## src/rtl/musa_pkg.sv

```systemverilog
// Shared MUSA core definitions: datapath width, return-stack depth and the
// push/pop operation encoding used by control decode and the return stack.
package musa_pkg;

   localparam int unsigned MUSA_ADDR_WIDTH = 32;
   localparam int unsigned RAS_DEPTH       = 8;

   typedef enum logic [1:0] {
      OP_NONE,
      OP_PUSH,
      OP_POP,
      OP_REPLACE
   } stack_op_t;

   function automatic stack_op_t decode_op(input logic push, input logic pop);
      stack_op_t op;
      case ({push, pop})
         2'b10:   op = OP_PUSH;
         2'b01:   op = OP_POP;
         2'b11:   op = OP_REPLACE;
         default: op = OP_NONE;
      endcase
      return op;
   endfunction

endpackage

```

## src/rtl/return_addr_stack.sv

```systemverilog
// Circular call/return address stack. One operation per rising strobe edge;
// top_data is driven from registered state only.
module return_addr_stack
   import musa_pkg::*;
#(
   parameter  int unsigned ADDR_WIDTH = MUSA_ADDR_WIDTH,
   parameter  int unsigned DEPTH      = RAS_DEPTH,
   localparam int unsigned PTR_WIDTH  = $clog2(DEPTH)
) (
   input  logic                  clk,
   input  logic                  reset,
   input  logic                  push,
   input  logic                  pop,
   input  logic                  strobe,
   input  logic [ADDR_WIDTH-1:0] push_data,
   input  logic                  clear_err,
   output logic [ADDR_WIDTH-1:0] top_data,
   output logic [PTR_WIDTH:0]    count,
   output logic                  empty,
   output logic                  full,
   output logic                  overflow,
   output logic                  underflow
);

   localparam logic [PTR_WIDTH:0] COUNT_MAX = (PTR_WIDTH+1)'(DEPTH);

   logic [ADDR_WIDTH-1:0] mem [DEPTH];
   logic [PTR_WIDTH-1:0]  ptr;
   logic [PTR_WIDTH-1:0]  ptr_inc;
   logic [PTR_WIDTH-1:0]  ptr_dec;
   logic [PTR_WIDTH-1:0]  wr_addr;
   logic                  wr_en;
   logic                  strobe_q;
   logic                  fire;
   stack_op_t             op;

   assign fire    = strobe & ~strobe_q;
   assign ptr_inc = ptr + PTR_WIDTH'(1);
   assign ptr_dec = ptr - PTR_WIDTH'(1);
   assign empty   = (count == '0);
   assign full    = (count == COUNT_MAX);

   // A replace on an empty stack has no top to overwrite, so it degrades to a push.
   always_comb begin
      op = decode_op(push, pop);
      if (op == OP_REPLACE && empty)
         op = OP_PUSH;
   end

   always_comb begin
      wr_en   = fire && (op == OP_PUSH || op == OP_REPLACE);
      wr_addr = (op == OP_REPLACE) ? ptr : ptr_inc;
   end

   always_ff @(posedge clk or posedge reset) begin
      if (reset) begin
         ptr       <= '0;
         count     <= '0;
         strobe_q  <= 1'b0;
         overflow  <= 1'b0;
         underflow <= 1'b0;
      end else begin
         strobe_q <= strobe;
         if (clear_err) begin
            overflow  <= 1'b0;
            underflow <= 1'b0;
         end
         // Set events below are assigned later, so they win over clear_err.
         if (fire) begin
            case (op)
               OP_PUSH: begin
                  ptr <= ptr_inc;
                  if (full)
                     overflow <= 1'b1;
                  else
                     count <= count + (PTR_WIDTH+1)'(1);
               end
               OP_POP: begin
                  if (empty) begin
                     underflow <= 1'b1;
                  end else begin
                     ptr   <= ptr_dec;
                     count <= count - (PTR_WIDTH+1)'(1);
                  end
               end
               default: ;
            endcase
         end
      end
   end

   always_ff @(posedge clk) begin
      if (wr_en)
         mem[wr_addr] <= push_data;
   end

   assign top_data = empty ? '0 : mem[ptr];

endmodule

```

## config.mk

```make
export PLATFORM = sky130hd
export DESIGN_NAME = return_addr_stack
export DESIGN_NICKNAME = d
export VERILOG_FILES = /design/src/rtl/musa_pkg.sv /design/src/rtl/return_addr_stack.sv
export SDC_FILE = /design/constraint.sdc
export NUM_CORES = 1
export LEC_CHECK = 0
export BUFFER_PORTS_ARGS = -buffer_cell sky130_fd_sc_hd__buf_2
export CAP_MARGIN = 20
export CORE_MARGIN = 5
export CORE_UTILIZATION = 49
export DETAILED_ROUTE_END_ITERATION = 12
export PLACE_DENSITY = 0.67
export SLEW_MARGIN = 20
export SYNTH_ARGS = -nofsm -noshare
export SYNTH_HDL_FRONTEND = slang
export SYNTH_SLANG_ARGS = --single-unit
```

## constraint.sdc

```tcl
create_clock -name clk -period 7.9 [get_ports clk]
set_clock_uncertainty 0.2 [all_clocks]
set_input_delay 0.79 -clock clk [delete_from_list [all_inputs] [get_ports clk]]
set_output_delay 0.79 -clock clk [all_outputs]
set_load 0.01 [all_outputs]
```

# [After elaboration in Yosys (flattened, before gate mapping)]
# Memories as Yosys holds them, arrays and structs flattened.
# Cells that the tools add are included.
[totals] n_memories=1 ramBits=256 output_inout_bits=40 elab_cells=48 in_bits=38 ff_bits=10
[memory_table] name="mem" words=8 word_bits=32 rd=1 rd_clocked_by_memory_dff=0 wr=1 line_no="return_addr_stack.sv:27" source="logic [ADDR_WIDTH-1:0] mem [DEPTH];"
[op_classes] n_eq_ne=10 n_mux=19 bitwise=2 n_reduce_logical=7 addsub=4
[ops] op="two-way mux 32 bit" count=1
[ops] op="equality test 2 bit, second input constant" count=5
[ops] op="two-way mux 1 bit" count=10
[ops] op="two-way mux 4 bit" count=2
[ops] op="case mux 4 bit (2 select lines)" count=1
[ops] op="two-way mux 3 bit" count=2
[ops] op="case mux 2 bit (3 select lines)" count=1
[ops] op="case mux 3 bit (2 select lines)" count=1
[ops] op="adder 4 x 1 -> 4 bit, second input constant" count=1
[ops] op="equality test 2 x 1 -> 1 bit, second input constant" count=2
[ops] op="equality test 4 bit, second input constant" count=1
[ops] op="zero test 4 bit" count=1
[ops] op="!= test 2 bit, second input constant" count=2
[ops] op="AND reduction 4 bit" count=1
[ops] op="subtractor 4 x 1 -> 4 bit, second input constant" count=1
[ops] op="adder 3 x 1 -> 3 bit, second input constant" count=1
[ops] op="AND reduction 3 bit" count=1
[ops] op="subtractor 3 x 1 -> 3 bit, second input constant" count=1
[ops] op="logical AND 1 bit" count=2
[ops] op="two-way mux 2 bit" count=1
[ops] op="nonzero test 2 bit" count=1
[ops] op="bitwise AND 1 bit" count=1
[ops] op="logical OR 1 bit" count=1
[ops] op="NOT 1 bit" count=1

# [Longest topological paths before layout]
[logic_depth] depth_word=10 depth_mapped=8 mapped_depth_nobuf=7

# [Least setup slack after synthesis]
# No wires, ideal clock.
[synth_timing] kind="reg-to-reg" from="reg ptr[1]" to="mem mem[6][0] in the netlist's numbering, enable pin" t_arrival_ns=3.023 path_buffers=2 t_required_ns=7.275 period_less_slack_ns=3.647 setup_ns=0.425 setup_slack_ns=4.253 stages_incl_launch_ff=7 path_cell_list="dfrtp_1 -> buf_2 -> buf_1 -> inv_1 -> ha_1 -> a32o_1 -> nor2b_1"
[synth_via] elab_chain_len=2
[synth_rtl] element="from (decl)" line_no="return_addr_stack.sv:28" source="logic [PTR_WIDTH-1:0] ptr;"
[synth_rtl] element="from (signal assigned)" line_no="return_addr_stack.sv:72" source="ptr <= ptr_inc;"
[synth_rtl] element="from (signal assigned)" line_no="return_addr_stack.sv:82" source="ptr <= ptr_dec;"
[synth_rtl] element="adder 3 x 1 -> 3 bit" line_no="return_addr_stack.sv:38" source="assign ptr_inc = ptr + PTR_WIDTH'(1);"
[synth_rtl] element="two-way mux 3 bit *" line_no="return_addr_stack.sv:52" source="wr_addr = (op == OP_REPLACE) ? ptr : ptr_inc;"
[synth_rtl] element="to (decl)" line_no="return_addr_stack.sv:27"
# Mark *: on every way between the ends. The rest lies on a longest branch, timed or not.

# [Worst setup path in the final report]
[layout_timing] from="reg ptr[0]" to="out top_data[13]"
[layout_via] elab_chain_len=2
[layout_rtl] element="memory read (8 x 32 bit)"
[layout_rtl] element="two-way mux 32 bit" line_no="return_addr_stack.sv:97" source="assign top_data = empty ? '0 : mem[ptr];"
[layout_rtl] element="to (decl)" line_no="return_addr_stack.sv:17" source="output logic [ADDR_WIDTH-1:0] top_data,"
# Every way passes these cells.

==> results.cfg <==
[timing]
maxSlewHeadroom_pct = 29.42
hold_viol_final = 0
setup_viol = 0
worst_hold_slack_ps = 49.72
fin_crit_sh_pct = 52.80
min_period_ps = 4171
worstMarginPinSlew_ps = 1059
rsz0062_at_grt = no
fmax_ghz = 0.2398
drv_slew = 0
fin_tns_setup_ps = 0

[cts]
numCtsBuffers = 27
cts.htree.levels = 1
clock-sinks = 266
clock_path_buffers = 3
post_cts_resized = 0
post_cts_buffers = 0
insertion_delay_ps = 520
holdBufCountCts = 0
cts-root-buf = clkbuf_16
cts_tree = yes
clk_pin_slew_worst_paths_ps = 60

[hold_path]
hold_class = in -> async

[routing]
first_pass_iters = 4
wirelength_um = 19570
via_per_inst = 5.663
routedWlPerCell_um = 22.36
ant_nets = 0
vias = 4955
drt-initial-drc-count = 294
drc_errors = 0

[floorplanning]
coreArea_um2 = 20960
die_w_um = 155.7
dieHeight_um = 155.7
initial_core_util_pct = 49.62
rows = 53
die_area_um2 = 24230
io_pins = 78

[logic_synthesis]
synth_seq_area_share_pct = 76.33
synth.distinct_cells = 33
synth_top_area_share_pct = 73.93
yosys.cell_count.top_type = edfxtp_1
synthesis.area_um2 = 10400
yosysTopAreaCell = edfxtp_1
synth.area.top_cells = edfxtp_1, mux4_2, mux2i_1
syn_inst = 485
synth-edff-count = 256
ys_seq_elements = 266
post_synth.cell_area_avg_um2 = 21.44
synthFlopType = edfxtp_1
synth_async_sr_flop_share_pct = 3.759
synth_fp_nets = 528
ys_warn_count = 0
synth_commonest_cells = edfxtp_1, mux4_2, nor2_1, mux2i_1, dfrtp_1

[setup_path]
cp-end-kind = output pin
critPathKind = reg -> out
path_delay_family = buffers and inverters
crit_fanout = 39
slowest_delay_ps = 810
path_cells = buf_4 -> mux4_2 -> mux2i_1 -> nor2_1 -> buf_2
crit_path_start_kind = flip-flop
cp.required_ps = 6910
arrival_ps = 3180
crit_slowest_cell = dfrtp_4
critical_path_buf_inv_count = 2

[global_routing]
gr-total-overflow = 0
grt_pass1_vias = 5446
grt_pass1_wl_um = 31020
grt_max_degree = 69
antenna_found_initial = 2
grt.total_usage_pct = 16.55

[cells_and_area]
fill_cells = 1565
nets = 623
multi_input_area_um2 = 2400
antenna_cells = 0
regArea_um2 = 7946
syn2layout_area_growth_pct = 17.64
drive_gt1_share_pct = 34.17
postLayoutCellArea_um2 = 12230
finish.utilization_pct = 58.38

[place]
numPortBuffers = 77
gp_congestion = 0.7346
place_area_um2 = 11260
dp_hpwl_um = 11460

[power_and_ir_drop]
finalPower_uw = 4225
powerDensity_nw_per_um2 = 345.3
max-vdd-ir-drop_mv = 0.2578
power.leakage_uw = 0.004127

[run_status]
outcome = completed

[flow_run]
cap_viol_max_count = 0
==> sequential cells by signal (all words and copies together), names as in the netlist <==
register   flops
count          4
overflow       1
mem          256
strobe_q       1
ptr            3
underflow      1
==> stage by stage <==
step           setup slack [ps]  std cells
6_report                   3729        875
5_1_grt                    3444        875
3_3_place_gp               3751        818
4_1_cts                    3615        872
2_1_floorplan              4253        485
3_5_place_dp               3663        823
==> layer usage <==
metal | track usage [%] | part of all wire [%] | vias to the layer above
met5 | 0 | 0.14 | -
met3 | 3.190 | 5.3 | 37
met1 | 22.39 | 43 | 2607
met2 | 28.10 | 50 | 122
li1 | - | - | 2185
met4 | 4.210 | 1.7 | 4
==> path summary, 6_finish.rpt <==
path / from / endpoint / slack [ps] / depth (start not counted)
min: reset / count[0] / 50 / 2
max reg2reg: ptr[0] / mem[1][26] / 3940 / 7
max: ptr[0] / top_data[13] / 3730 / 5
max in group asynchronous: reset / ptr[1] / 7120 / 2
min reg2reg: underflow / underflow / 290 / 1
min in group clk: strobe / strobe_q / 210 / 1
==> final cells by class <==
cell class / instances / share of cell area (%)
clock buffer: 30 / 5.615
clock inverter: 19 / 1.647
inverter: 9 / 0.2762
multi-input combinational: 188 / 19.62
sequential: 266 / 64.96
tap: 275 / 2.813
timing repair buffer: 88 / 5.073
==> power by group <==
group	leakage, µW	internal, µW	switching [µW]
sequential	0.00243	1640	171
combinational	0.00127	587	564
clock	0.000430	757	505
total	0.00413	2980	1240
==> worst register-to-register path: stages (launching register included) <==
cell	delay, ps
dfrtp_4	810
buf_4	720
inv_1	220
ha_1	410
a21oi_1	260
a22oi_1	230
nor2_4	560
buf_16	240
==> logic make-up after synthesis <==
family	after synthesis	share of synthesized area [%]
muxes	97	17.04
xor gates and xnor gates	9	0.7581
and+or+nand+nor	59	2.503
buffers and inverters	31	1.227
adders and majority gates	5	0.6738
AOI/OAI and AO/OA	18	1.468
DFF	266	76.33
==> cell usage in the layout, fill, tap and decap left out, types with 5 or more instances in the layout <==
cell type  instances
edfxtp_1         256
buf_2             77
mux4_2            64
mux2i_1           33
nor2_1            33
clkbuf_16         27
inv_1              9
xnor2_1            7
clkinv_1           7
dfrtp_1            7
buf_16             7
nor2_4             6
nand3_1            5
Power figures use the tool's default switching activity.
